$ cat src/rtl/ddr3_cmd_arbiter.sv
// ddr3_cmd_arbiter
// Shares the single DDR3 controller command port between the read path
// (fetch requests) and the write path (store requests). One command at a
// time is granted into a one-deep output stage. The arbiter keeps going in
// the current direction to avoid bus turnarounds, but caps a same-direction
// streak while the other side is waiting, and inserts idle cycles whenever
// the granted direction flips.
//
// state    | meaning
// ST_IDLE  | output stage empty; evaluate requests and grant or start a turnaround
// ST_TURN  | direction change in progress; idle until tcnt runs down, then grant sel_lock
// ST_ISSUE | command presented on ctl_*; waiting for ctl_accept_i

module ddr3_cmd_arbiter #(
   parameter int ADDRS        = 32,
   parameter int AXI_ID_WIDTH = 4,
   parameter int MAX_STREAK   = 4,
   parameter int TURN_CYCLES  = 2
) (
   input  logic                    clock,
   input  logic                    reset_n,

   input  logic                    rd_fetch_i,
   output logic                    rd_accept_o,
   input  logic [AXI_ID_WIDTH-1:0] rd_id_i,
   input  logic [ADDRS-1:0]        rd_addr_i,

   input  logic                    wr_store_i,
   output logic                    wr_accept_o,
   input  logic [AXI_ID_WIDTH-1:0] wr_id_i,
   input  logic [ADDRS-1:0]        wr_addr_i,

   output logic                    ctl_req_o,
   input  logic                    ctl_accept_i,
   output logic                    ctl_rdwr_o,
   output logic [AXI_ID_WIDTH-1:0] ctl_id_o,
   output logic [ADDRS-1:0]        ctl_addr_o,

   output logic                    busy_o
);

   typedef enum logic [1:0] {
      ST_IDLE  = 2'd0,
      ST_TURN  = 2'd1,
      ST_ISSUE = 2'd2
   } state_t;

   localparam logic DIR_RD = 1'b1;
   localparam logic DIR_WR = 1'b0;

   // tcnt must hold TURN_CYCLES; streak must hold MAX_STREAK
   localparam int TW = $clog2(TURN_CYCLES + 2);
   localparam int SW = $clog2(MAX_STREAK + 1);

   localparam logic [TW-1:0] TURN_LOAD  = TW'(TURN_CYCLES);
   localparam logic [SW-1:0] STREAK_CAP = SW'(MAX_STREAK);
   localparam logic          HAS_TURN   = (TURN_CYCLES > 0);

   state_t          state;
   state_t          state_nxt;

   logic            last_dir;
   logic            dir_valid;
   logic [SW-1:0]   streak;
   logic [TW-1:0]   tcnt;
   logic            sel_lock;

   logic            sel;
   logic            any_req;
   logic            need_turn;
   logic            grant;
   logic            grant_dir;
   logic            load_turn;
   logic            complete;

   assign any_req = rd_fetch_i | wr_store_i;

   // Direction choice for this cycle's requests: stay on last_dir unless the
   // streak cap is hit while both sides are waiting
   always_comb begin
      sel = DIR_WR;
      if (rd_fetch_i && wr_store_i)
         sel = (streak < STREAK_CAP) ? last_dir : ~last_dir;
      else if (rd_fetch_i)
         sel = DIR_RD;
   end

   // A turnaround is only needed once a direction has actually been used
   assign need_turn = HAS_TURN & dir_valid & (sel != last_dir);

   // Next-state and grant decode
   always_comb begin
      state_nxt = state;
      grant     = 1'b0;
      grant_dir = sel;
      load_turn = 1'b0;
      complete  = 1'b0;
      case (state)
         ST_IDLE: begin
            if (any_req) begin
               if (need_turn) begin
                  load_turn = 1'b1;
                  state_nxt = ST_TURN;
               end else begin
                  grant     = 1'b1;
                  grant_dir = sel;
                  state_nxt = ST_ISSUE;
               end
            end
         end
         ST_TURN: begin
            // <= guards against a stuck counter; tcnt is loaded with >= 1
            if (tcnt <= TW'(1)) begin
               grant     = 1'b1;
               grant_dir = sel_lock;
               state_nxt = ST_ISSUE;
            end
         end
         ST_ISSUE: begin
            if (ctl_accept_i) begin
               complete  = 1'b1;
               state_nxt = ST_IDLE;
            end
         end
         default: state_nxt = ST_IDLE;
      endcase
   end

   // Accept pulses are decoded in the decision cycle itself; gating with
   // reset_n keeps them quiet while the block is held in reset
   assign rd_accept_o = reset_n & grant & (grant_dir == DIR_RD);
   assign wr_accept_o = reset_n & grant & (grant_dir == DIR_WR);

   assign ctl_req_o = (state == ST_ISSUE);
   assign busy_o    = (state != ST_IDLE);

   // State register
   always_ff @(posedge clock or negedge reset_n) begin
      if (!reset_n)
         state <= ST_IDLE;
      else
         state <= state_nxt;
   end

   // Turnaround down-counter and the direction locked for it
   always_ff @(posedge clock or negedge reset_n) begin
      if (!reset_n) begin
         tcnt     <= '0;
         sel_lock <= DIR_RD;
      end else if (load_turn) begin
         tcnt     <= TURN_LOAD;
         sel_lock <= sel;
      end else if (state == ST_TURN && tcnt != '0) begin
         tcnt <= tcnt - TW'(1);
      end
   end

   // One-deep command output stage, loaded on every grant
   always_ff @(posedge clock or negedge reset_n) begin
      if (!reset_n) begin
         ctl_rdwr_o <= 1'b0;
         ctl_id_o   <= '0;
         ctl_addr_o <= '0;
      end else if (grant) begin
         ctl_rdwr_o <= grant_dir;
         ctl_id_o   <= (grant_dir == DIR_RD) ? rd_id_i   : wr_id_i;
         ctl_addr_o <= (grant_dir == DIR_RD) ? rd_addr_i : wr_addr_i;
      end
   end

   // Direction history: updated only when the controller takes a command
   always_ff @(posedge clock or negedge reset_n) begin
      if (!reset_n) begin
         last_dir  <= DIR_RD;
         dir_valid <= 1'b0;
         streak    <= '0;
      end else if (complete) begin
         if (dir_valid && ctl_rdwr_o == last_dir)
            streak <= (streak == STREAK_CAP) ? streak : streak + SW'(1);
         else
            streak <= SW'(1);
         last_dir  <= ctl_rdwr_o;
         dir_valid <= 1'b1;
      end
   end

endmodule

$ cat config.mk
export PLATFORM = sky130hd
export DESIGN_NAME = ddr3_cmd_arbiter
export DESIGN_NICKNAME = d
export VERILOG_FILES = /design/src/rtl/ddr3_cmd_arbiter.sv
export SDC_FILE = /design/constraint.sdc
export NUM_CORES = 1
export LEC_CHECK = 0
export ABC_AREA = 1
export BUFFER_PORTS_ARGS = -buffer_cell sky130_fd_sc_hd__clkbuf_2
export CORE_UTILIZATION = 51
export CTS_CLUSTER_SIZE = 40
export DETAILED_ROUTE_END_ITERATION = 10
export PLACE_DENSITY = 0.86
export REMOVE_ABC_BUFFERS = 1
export SLEW_MARGIN = 20
export SYNTH_ARGS = -nofsm -noshare
export SYNTH_HDL_FRONTEND = slang
export SYNTH_SLANG_ARGS = --single-unit
$ cat constraint.sdc
create_clock -name clock -period 2.45 [get_ports clock]
set_input_delay 0.49 -clock clock [delete_from_list [all_inputs] [get_ports clock]]
set_output_delay 0.49 -clock clock [all_outputs]
set_load 0.01 [all_outputs]
==> run summary <==
Total global routing track utilization -> 26.3%
Clock tree from TritonCTS -> built
Most area-consuming cells after synthesis -> dfrtp_1 43%, nand2_1 23%, nand3_1 15%
Die extent in x -> 73.6 um
Via-to-Cell Ratio -> 5.10
Setup repair after global routing missed its margin -> false
Area after detailed placement -> 3210 sq um
Worst r2r dst -> ctl_addr_o[27]$_DFFE_PN0P_
Length of the first detailed-routing pass in iterations -> 7
Antenna viol nets, final -> 0
Setup total negative slack -> 0 ns
Critical path launch point type -> flop
Share of synthesized area spent on multiplexers -> 0%
Count of final max-slew check failures -> 0
Worst path required time -> 1.96 ns
H-tree levels -> 2
Share of the clock period used by the worst path -> 92.7%
Synth-to-Final Area Change -> 27.3%
Area taken by multi-input logic gates -> 1240 sq um
Distinct cell type count after synthesis -> 26
TritonCTS Sinks -> 47
Synth Area in XOR/XNOR -> 0.335%
Violation count after the first detailed-routing iteration -> 163
Leftover overflow at the end of global routing -> 0
Worst-margin pin slew -> 0.418 ns
Average cell area after synthesis -> 7.36 sq um
Clock skew -> 0.00808 ns
Adder-Cell Fraction of Synth Area -> 1.92%
Largest family of logic cells by synthesized area -> simple AND/OR/NAND/NOR gates
Number of antenna violations at the first check in global routing -> 0
CTS root buffer -> clkbuf_8
Slowest stage cell on the critical path -> dfstp_2
Number of global-route vias before repair -> 2518
Buffers & Inverters on Critical Path -> 2
Maximum number of pins on one net before global-route repair -> 38
Number of hold buffers added after CTS -> 0
Detailed-route DRC error count -> 0
Path category of the worst min-delay check -> primary input to async pin
GPL Wtd Cong -> 0.811
Count of pins on the block boundary -> 118
Biggest area consumer among synthesized cells -> dfrtp_1
Cell Pwr Density -> 1170 nW/um^2
Die H -> 73.6 um
Worst Path Max Fanout -> 4
Antenna diode instance count -> 0
Slack of the worst reg-to-reg path -> 0.68 ns
Post-synth top cells -> 162 x nand2_1, 78 x nand3_1, 45 x dfrtp_1
Most common cell in the netlist -> nand2_1
Simple-gate area share of the yosys netlist -> 41.7%
Clk slew on worst S/H paths -> 0.09 ns
Cell-by-cell listing of the critical path -> inv_2, nand2_1, nand3_2, nand2_2, nand2_1, nand3_1, nand2_1, nand2_2, nand2_1, nor2_1, clkbuf_2
Path depth of the worst reg2reg path -> 9
Mean routed wirelength per cell -> 12.3 um
Proportion of synthesized chip area in sequential cells -> 45.1%
Routed wire length -> 6620 um
Layout fillers -> 412
Half-perimeter wire length of the detailed placement result -> 4860 um
Critical register-to-register path startpoint -> tcnt[1]$_DFFE_PN0P_
Initial core utilization -> 54.2%
First-pass GRT wire length -> 11000 um
Count of buffers inserted at the top-level ports -> 117
Compound-cell area share of the yosys netlist -> 3.07%
Post-synthesis sequential element count -> 47
Hold WS -> 0.206 ns
Synth Instances -> 355
Area of the core region -> 4820 sq um
Share of cells above drive strength 1 -> 31.7%
Buffers from clock root to sink, at most -> 2
Sequential cell area -> 1180 sq um
Syn Std Cell Area -> 2610 sq um
Kind of end point of the critical path -> output port
Worst Path Class, Setup -> flop to output port
Count of flip-flops with a built-in enable after synthesis -> 0
Maximum cell stage delay along the critical path -> 0.56 ns
Number of buffers inserted during clock tree synthesis -> 5
Final setup fails -> 0
Slew HR -> 72.0%
Post-layout utilization of the core -> 69.0%
Count of nets after finishing -> 550
Fraction of synthesized cell area taken by the top area cell type -> 43.1%
Final Cell Area -> 3330 sq um
Worst IR Drop VDD -> 0.000521 V
Leakage component of the power -> 2.01 nW
Hold Fails Final Rpt -> 0
Primary FF master, synth -> dfrtp_1
Count of max-cap constraint violations -> 0
Critical Path AT -> 1.78 ns
Overall die area -> 5410 sq um
Standard-cell rows -> 25
Total design power -> 3.90 mW
Most common cell type on the critical path -> nand2_1
Vias -> 2738
Status -> completed
Final Critical Period -> 2.27 ns
Clock latency of the later-clocked register in the worst-skew pair -> 0.30 ns
Max Fclk -> 440 MHz
Synth warn -> 0
Crit-path leading delay family -> simple AND/OR/NAND/NOR gates
Asr flop ratio synth -> 100%
## per-layer routing
| layer | track usage [%] | part of all wire (%) |
|---|---|---|
| met1 | 33.1 | 41 |
| met2 | 45.5 | 50 |
| met3 | 6.17 | 8.3 |
| met4 | 7.05 | 1.0 |
| met5 | 0 | 0 |
## layout by cell type (no fill, tap or decap), drive strengths merged, types with 2 or more instances in the layout
master / count
nand2: 163
clkbuf: 124
nand3: 80
dfrtp: 45
inv: 14
buf: 12
nor2: 9
o21ai: 7
ha: 4
or2: 2
dfstp: 2
o211ai: 2
## final cells by class
cell class | instances | area share, %
Tap cell | 67 | 2.52
Sequential cell | 47 | 35.4
Multi-Input combinational cell | 272 | 37.3
Clock buffer | 7 | 2.60
Inverter | 14 | 1.58
Timing Repair Buffer | 129 | 20.3
Clock inverter | 1 | 0.263
## state kept, by name, indices dropped and copies added, names as in the netlist
register    flops
state           2
ctl_rdwr_o      1
streak          3
tcnt            2
dir_valid       1
ctl_id_o        4
sel_lock        1
ctl_addr_o     32
last_dir        1
## through the flow
stage,cells,worst slack (ns)
2_1_floorplan,333,-0.752
3_3_place_gp,527,0.534
3_5_place_dp,527,0.432
4_1_cts,535,0.0951
5_1_grt,537,0.0527
6_report,537,0.180
## how the worst max path moves through the flow
| stage | start | to | slack (ns) | cells past startpoint |
|---|---|---|---|---|
| finish | last_dir$_DFFE_PN1P_ | wr_accept_o | 0.18 | 11 |
| global route | last_dir$_DFFE_PN1P_ | rd_accept_o | 0.05 | 11 |
| CTS | last_dir$_DFFE_PN1P_ | wr_accept_o | 0.1 | 11 |
| detailed placement | last_dir$_DFFE_PN1P_ | wr_accept_o | 0.43 | 11 |
| global placement | last_dir$_DFFE_PN1P_ | wr_accept_o | 0.53 | 11 |
| floorplan | tcnt[1]$_DFFE_PN0P_ | rd_accept_o | -0.75 | 7 |
## repair_timing
item / CTS / global route
endpoints found under the setup margin: 0 / 2
gates resized for setup: 0 / 1
setup buffers: 0 / 2
## power breakdown
| group | leakage, nW | switching [mW] | total, mW | internal (mW) |
|---|---|---|---|---|
| logic | 1.38 | 1.27 | 2.03 | 0.760 |
| registers | 0.578 | 0.233 | 1.39 | 1.15 |
| clock network | 0.0484 | 0.258 | 0.490 | 0.232 |
| total | 2.01 | 1.76 | 3.90 | 2.14 |
## logic make-up after synthesis
logic type	after synthesis
compound gates	11
xor+xnor	1
fa+ha+maj	4
buf+inv	36
flops	47
simple gates	256
(Power assumes the default switching activity.)
